==> src/rtl/mem_if_pkg.sv <==
// Shared types and address-range helper for the data-memory initiator and the core LSU.
package mem_if_pkg;

    localparam int unsigned WORD_BYTES = 4;
    localparam int unsigned WORD_LSB   = 2;
    localparam int unsigned RANGE_W    = 65;

    typedef enum logic [2:0] {
        ST_IDLE,
        ST_READ,
        ST_WRITE,
        ST_VERIFY,
        ST_RESP
    } mem_state_e;

    // Operands are zero-extended by the caller so base + bytes cannot wrap.
    function automatic logic addr_in_range(input logic [RANGE_W-1:0] addr,
                                           input logic [RANGE_W-1:0] base,
                                           input logic [RANGE_W-1:0] depth_words);
        logic [RANGE_W-1:0] limit;
        limit = base + depth_words * RANGE_W'(WORD_BYTES);
        return (addr >= base) && (addr < limit);
    endfunction

endpackage

==> src/rtl/mem_addr_check.sv <==
// Combinational legality check for a request byte address: word alignment and
// membership in [BASE_ADDR, BASE_ADDR + 4*MEM_DEPTH).
module mem_addr_check
    import mem_if_pkg::*;
#(
    parameter int unsigned       AWIDTH    = 32,
    parameter logic [AWIDTH-1:0] BASE_ADDR = 32'h01000000,
    parameter int unsigned       MEM_DEPTH = 1024
) (
    input  logic [AWIDTH-1:0] addr_i,
    output logic              misaligned_o,
    output logic              out_of_range_o
);

    assign misaligned_o   = |addr_i[WORD_LSB-1:0];
    assign out_of_range_o = !addr_in_range(RANGE_W'(addr_i), RANGE_W'(BASE_ADDR),
                                           RANGE_W'(MEM_DEPTH));

endmodule

==> src/rtl/mem_initiator.sv <==
// Requester-side master for the word-addressed data memory: one load/store in flight.
// Optional read-back check of stores is enabled by defining MEM_WRITE_VERIFY_EN.
module mem_initiator
    import mem_if_pkg::*;
#(
    parameter int unsigned       AWIDTH    = 32,
    parameter int unsigned       DWIDTH    = 32,
    parameter logic [AWIDTH-1:0] BASE_ADDR = 32'h01000000,
    parameter int unsigned       MEM_DEPTH = 1024,
    parameter int unsigned       CNTW      = 8
) (
    input  logic              clk,
    input  logic              rst,
    input  logic              req_valid_i,
    output logic              req_ready_o,
    input  logic              req_we_i,
    input  logic [AWIDTH-1:0] req_addr_i,
    input  logic [DWIDTH-1:0] req_wdata_i,
    output logic              rsp_valid_o,
    input  logic              rsp_ready_i,
    output logic [DWIDTH-1:0] rsp_rdata_o,
    output logic              rsp_err_o,
    output logic [AWIDTH-1:0] mem_addr_o,
    output logic [DWIDTH-1:0] mem_data_o,
    output logic              mem_read_en_o,
    output logic              mem_write_en_o,
    input  logic [DWIDTH-1:0] mem_data_i,
    input  logic              mem_valid_i,
    output logic [CNTW-1:0]   err_cnt_o
);

    mem_state_e        state_q, state_d;
    logic [AWIDTH-1:0] addr_q, addr_d;
    logic [DWIDTH-1:0] wdata_q, wdata_d;
    logic [DWIDTH-1:0] rdata_q, rdata_d;
    logic              aerr_q, aerr_d;
    logic              err_q, err_d;
    logic [CNTW-1:0]   err_cnt_q, err_cnt_d;

    logic              misaligned, out_of_range;
    logic              rd_state;
    logic [AWIDTH-1:0] word_idx;

    mem_addr_check #(
        .AWIDTH   (AWIDTH),
        .BASE_ADDR(BASE_ADDR),
        .MEM_DEPTH(MEM_DEPTH)
    ) u_addr_check (
        .addr_i        (req_addr_i),
        .misaligned_o  (misaligned),
        .out_of_range_o(out_of_range)
    );

    always_ff @(posedge clk or negedge rst) begin
        if (!rst) begin
            state_q   <= ST_IDLE;
            addr_q    <= '0;
            wdata_q   <= '0;
            rdata_q   <= '0;
            aerr_q    <= 1'b0;
            err_q     <= 1'b0;
            err_cnt_q <= '0;
        end else begin
            state_q   <= state_d;
            addr_q    <= addr_d;
            wdata_q   <= wdata_d;
            rdata_q   <= rdata_d;
            aerr_q    <= aerr_d;
            err_q     <= err_d;
            err_cnt_q <= err_cnt_d;
        end
    end

    // Illegal addresses pass through the READ slot with strobes masked, which keeps
    // error latency equal to load latency.
    always_comb begin
        state_d   = state_q;
        addr_d    = addr_q;
        wdata_d   = wdata_q;
        rdata_d   = rdata_q;
        aerr_d    = aerr_q;
        err_d     = err_q;
        err_cnt_d = err_cnt_q;
        case (state_q)
            ST_IDLE: begin
                if (req_valid_i) begin
                    addr_d  = req_addr_i;
                    wdata_d = req_wdata_i;
                    aerr_d  = misaligned | out_of_range;
                    rdata_d = '0;
                    err_d   = 1'b0;
                    state_d = (misaligned || out_of_range || !req_we_i) ? ST_READ : ST_WRITE;
                end
            end
            ST_READ: begin
                rdata_d = (!aerr_q && mem_valid_i) ? mem_data_i : '0;
                err_d   = aerr_q | ~mem_valid_i;
                state_d = ST_RESP;
            end
            ST_WRITE: begin
                rdata_d = '0;
                err_d   = 1'b0;
`ifdef MEM_WRITE_VERIFY_EN
                state_d = ST_VERIFY;
`else
                state_d = ST_RESP;
`endif
            end
`ifdef MEM_WRITE_VERIFY_EN
            ST_VERIFY: begin
                err_d   = ~mem_valid_i | (mem_data_i != wdata_q);
                state_d = ST_RESP;
            end
`endif
            ST_RESP: begin
                if (rsp_ready_i) begin
                    state_d = ST_IDLE;
                    if (err_q && (err_cnt_q != '1)) begin
                        err_cnt_d = err_cnt_q + CNTW'(1);
                    end
                end
            end
            default: state_d = ST_IDLE;
        endcase
    end

`ifdef MEM_WRITE_VERIFY_EN
    assign rd_state = (state_q == ST_READ) || (state_q == ST_VERIFY);
`else
    assign rd_state = (state_q == ST_READ);
`endif

    assign word_idx       = (addr_q - BASE_ADDR) >> WORD_LSB;
    assign mem_read_en_o  = rd_state && !aerr_q;
    assign mem_write_en_o = (state_q == ST_WRITE);
    assign mem_addr_o     = (mem_read_en_o || mem_write_en_o) ? word_idx : '0;
    assign mem_data_o     = mem_write_en_o ? wdata_q : '0;

    assign req_ready_o = (state_q == ST_IDLE) && rst;
    assign rsp_valid_o = (state_q == ST_RESP);
    assign rsp_rdata_o = rsp_valid_o ? rdata_q : '0;
    assign rsp_err_o   = rsp_valid_o && err_q;
    assign err_cnt_o   = err_cnt_q;

endmodule

==> config.mk <==
export PLATFORM = sky130hd
export DESIGN_NAME = mem_initiator
export DESIGN_NICKNAME = d
export VERILOG_FILES = /design/src/rtl/mem_if_pkg.sv /design/src/rtl/mem_addr_check.sv /design/src/rtl/mem_initiator.sv
export SDC_FILE = /design/constraint.sdc
export NUM_CORES = 1
export LEC_CHECK = 0
export ABC_AREA = 1
export CAP_MARGIN = 20
export CELL_PAD_IN_SITES_DETAIL_PLACEMENT = 1
export CELL_PAD_IN_SITES_GLOBAL_PLACEMENT = 1
export CORE_ASPECT_RATIO = 0.5
export CORE_MARGIN = 3
export CORE_UTILIZATION = 27
export CTS_BUF_LIST = sky130_fd_sc_hd__clkbuf_16
export DETAILED_ROUTE_END_ITERATION = 8
export GPL_ROUTABILITY_DRIVEN = 0
export PLACE_DENSITY_LB_ADDON = 0.1
export SYNTH_ARGS = -nofsm -noshare
export SYNTH_HDL_FRONTEND = slang
export SYNTH_SLANG_ARGS = --single-unit
==> constraint.sdc <==
create_clock -name clk -period 1.1 [get_ports clk]
set_input_delay 0.165 -clock clk [delete_from_list [all_inputs] [get_ports clk]]
set_output_delay 0.165 -clock clk [all_outputs]
set_load 0.05 [all_outputs]
==> results.md <==
- Status: complete, but fails checks
- Failing checks: negative setup slack
- Crit-path leading delay family: buffers and inverters
- Design Area, Final: 10500 µm²
- Tcrit/Tclk final: 172%
- # H-tree levels: 3
- Fmax: 528 MHz
- Worst slew pin tran: 0.617 ns
- Worst R2R End: rdata_q[26]
- #FFs+latches synth: 107
- Met2 WL post-DR: 10000 µm
- Pwr dens: 2000 nW/µm²
- Crit path buf inv count: 4
- Fin Hold WS: 0.356 ns
- Synth unique cells: 30
- GRT Residual Overflow: 0
- CP Class: register to output pin
- Routed WL: 20100 µm
- Hold path startpoint: mem_data_i[0]
- # port buffers: 208
- DRT Pass-1 Iters: 4
- Post-synthesis async set-or-reset flop share: 100%
- Post-synth EDFFs: 0
- Crit end category: output pin
- Crit-path max cell delay: 0.40 ns
- Reg2Reg Depth: 8
- 1st-iter DRT viols: 105
- DRC viols: 0
- CTS max path bufs: 2
- Final HPWL DP: 13700 µm
- TritonCTS clock tree: built
- Clock sink total: 107
- Syn Inst Count: 666
- Hold worst-path end: rdata_q[0]
- Placed instance area: 9400 µm²
- Slew HR: 58.9%
- Reg2Reg Setup Slack: -0.64 ns
- Initial core utilization: 28.5%
- CP Max Fanout: 5
- Util after Layout: 58.7%
- Crit-path cells: buf_6, nor2_4, nand2_8, buf_12, buf_12, nor2_4, buf_12
- Most numerous cell in the Yosys netlist: nand2_1
- Vias after detailed routing: 5344
- Worst hold path type: primary input to register
- TNS Setup: -123.04 ns
- Drt wl/cell: 16.7 µm
- Final net count: 1054
- Core Rows: 34
- Root buffer cell: clkbuf_16
- Die width: 200 µm
- Most frequent cell on the critical path: buf_12
- Sequential share of the synthesized area: 52.5%
- Max-slew violations: 0
- Clock Pin Slew Worst Setup and Hold Paths: 0.08 ns
- Core ar.: 17900 µm²
- # IOs: 211
- WP data arrival: 1.73 ns
- Synthesis-to-finish area growth: 106%
- Aggregate global-route resource usage: 19.6%
- Unrepaired setup endpoints after global routing: yes
- Ys flop type: dfrtp_1
- Layout cells sized above 1: 36.6%
- Total CTS buffers: 9
- Reg2reg start: state_q[1]
- Syn Area/Cell: 7.65 µm²
- Wire length on met3: 1120 µm
- Worst setup SP type: register
- Mapped cell area: 5100 µm²
- First-pass GRT wire length: 32000 µm
- Top-area cell type share of the netlist area: 52.5%
- Maximum vdd drop: 0.974 mV
- Top routing layer used: met5
- Cell taking the most area after synthesis: dfrtp_1
- Clock Skew: 0.0102 ns
- Max Cap Viol: 0
- Synth top area cells: dfrtp_1 (53%), nand2_1 (11%), o21ai_1 (8.9%)
- Final setup fails: 214
- Crit-path slowest cell: dfrtp_1
- ANT nets after route: 0
- Wl on met1: 8750 µm
- Vias in the first global route: 5942
- Hold Path Depth: 3
- Clk Latency, worst-skew pair: 0.35 ns
- Synth warnings: 0
- Final min period: 1.89 ns
- Total Die Area: 20700 µm²
- Die height: 103 µm
- Largest net degree at the start of global routing: 108
- LEAKAGE: 4.45 nW
- PnR worst setup slack: -0.794 ns
- Vias/cell: 4.44
- Ant diodes: 0
- Critical Path RT: 0.94 ns
- Setup WS pre-CTS: -0.577 ns
- Initial antenna violation count: 1
- Final hold vios: 0
- Top cells by count, synth: nand2_1 (156), nor2_1 (118), inv_1 (110), dfrtp_1 (107), o21ai_1 (91)
==> report_power, final <==
part           switching [W]  internal, W
clock network        0.00144      0.00171
logic                0.00673      0.00523
registers           0.000555      0.00539
==> cells by family after synthesis <==
group	share of synthesized area (%)
other cells	0.0736
fa+ha+maj	0.491
xor+xnor	0.688
compound gates	9.67
simple gates	24.3
buf+inv	12.2
flops	52.5
==> cells in the final DEF, fill, tap and decap left out, drive strengths merged, types with 4 or more instances in the layout <==
cell type / count
buf: 195
bufbuf: 4
clkbuf: 9
clkdlybuf4s50: 100
clkinvlp: 4
dfrtp: 107
inv: 116
nand2: 159
nand3: 18
nand4: 4
nor2: 122
o21ai: 95
==> worst reg2reg max path, cell delays in order (launching register included) <==
cell       delay [ns]
dfrtp_1          0.40
buf_6            0.13
nor2_4           0.17
buf_4            0.16
nand3_4          0.11
buf_4            0.17
nand3_4          0.12
bufbuf_16        0.29
o21ai_1          0.06
==> worst max path at each step <==
stage                     from              end  slack [ns]  cells past startpoint
finish              state_q[1]  rsp_rdata_o[17]       -0.79                      7
global route        addr_q[24]   mem_addr_o[28]       -0.86                      7
CTS                 state_q[0]   mem_addr_o[29]       -0.81                      7
detailed placement  state_q[2]   mem_addr_o[27]       -0.58                      8
global placement    state_q[2]   mem_addr_o[27]       -0.51                      8
floorplan           state_q[2]   mem_addr_o[10]       -0.79                      6
==> cell type report <==
class / count / area, µm²
clock inverters: 4 / 41.3
inverters: 117 / 488
clock buffers: 9 / 225
fillers: 1907 / 7390
repair buffers: 300 / 4080
multi-input cells: 414 / 2680
flip-flops and latches: 107 / 2690
well taps: 252 / 315
repair inverters: 1 / 3.75
==> per-stage QoR <==
| stage | instances | total power, W |
|---|---|---|
| after CTS | 1200 | 0.0207 |
| after detailed placement | 1165 | 0.0156 |
| after floorplan | 667 | 0.0122 |
| after global placement | 1165 | 0.0153 |
| final | 1204 | 0.0211 |
| after global routing | 1204 | 0.0224 |
==> registers in the layout (all words and copies together), names as in the netlist <==
name	cells
addr_q	30
aerr_q	1
state_q	3
err_q	1
err_cnt_o	8
rdata_q	32
wdata_q	32
==> layer usage <==
metal / track usage, % / vias to the layer above
met1: 25.0 / 2612
met5: 0 / -
met3: 5.52 / 18
met4: 3.02 / 2
li1: - / 2580
met2: 34.5 / 132
==> timing repair <==
| action | CTS | global route |
|---|---|---|
| pin swaps | 24 | 18 |
| setup endpoints to repair | 214 | 270 |
| buffers inserted | 14 | 6 |
| hold endpoints to repair | 107 | 0 |
| gates resized for setup | 74 | 41 |
| cloned | 9 | 0 |
| hold buffers | 1 | 0 |
Power figures use the tool's default switching activity.
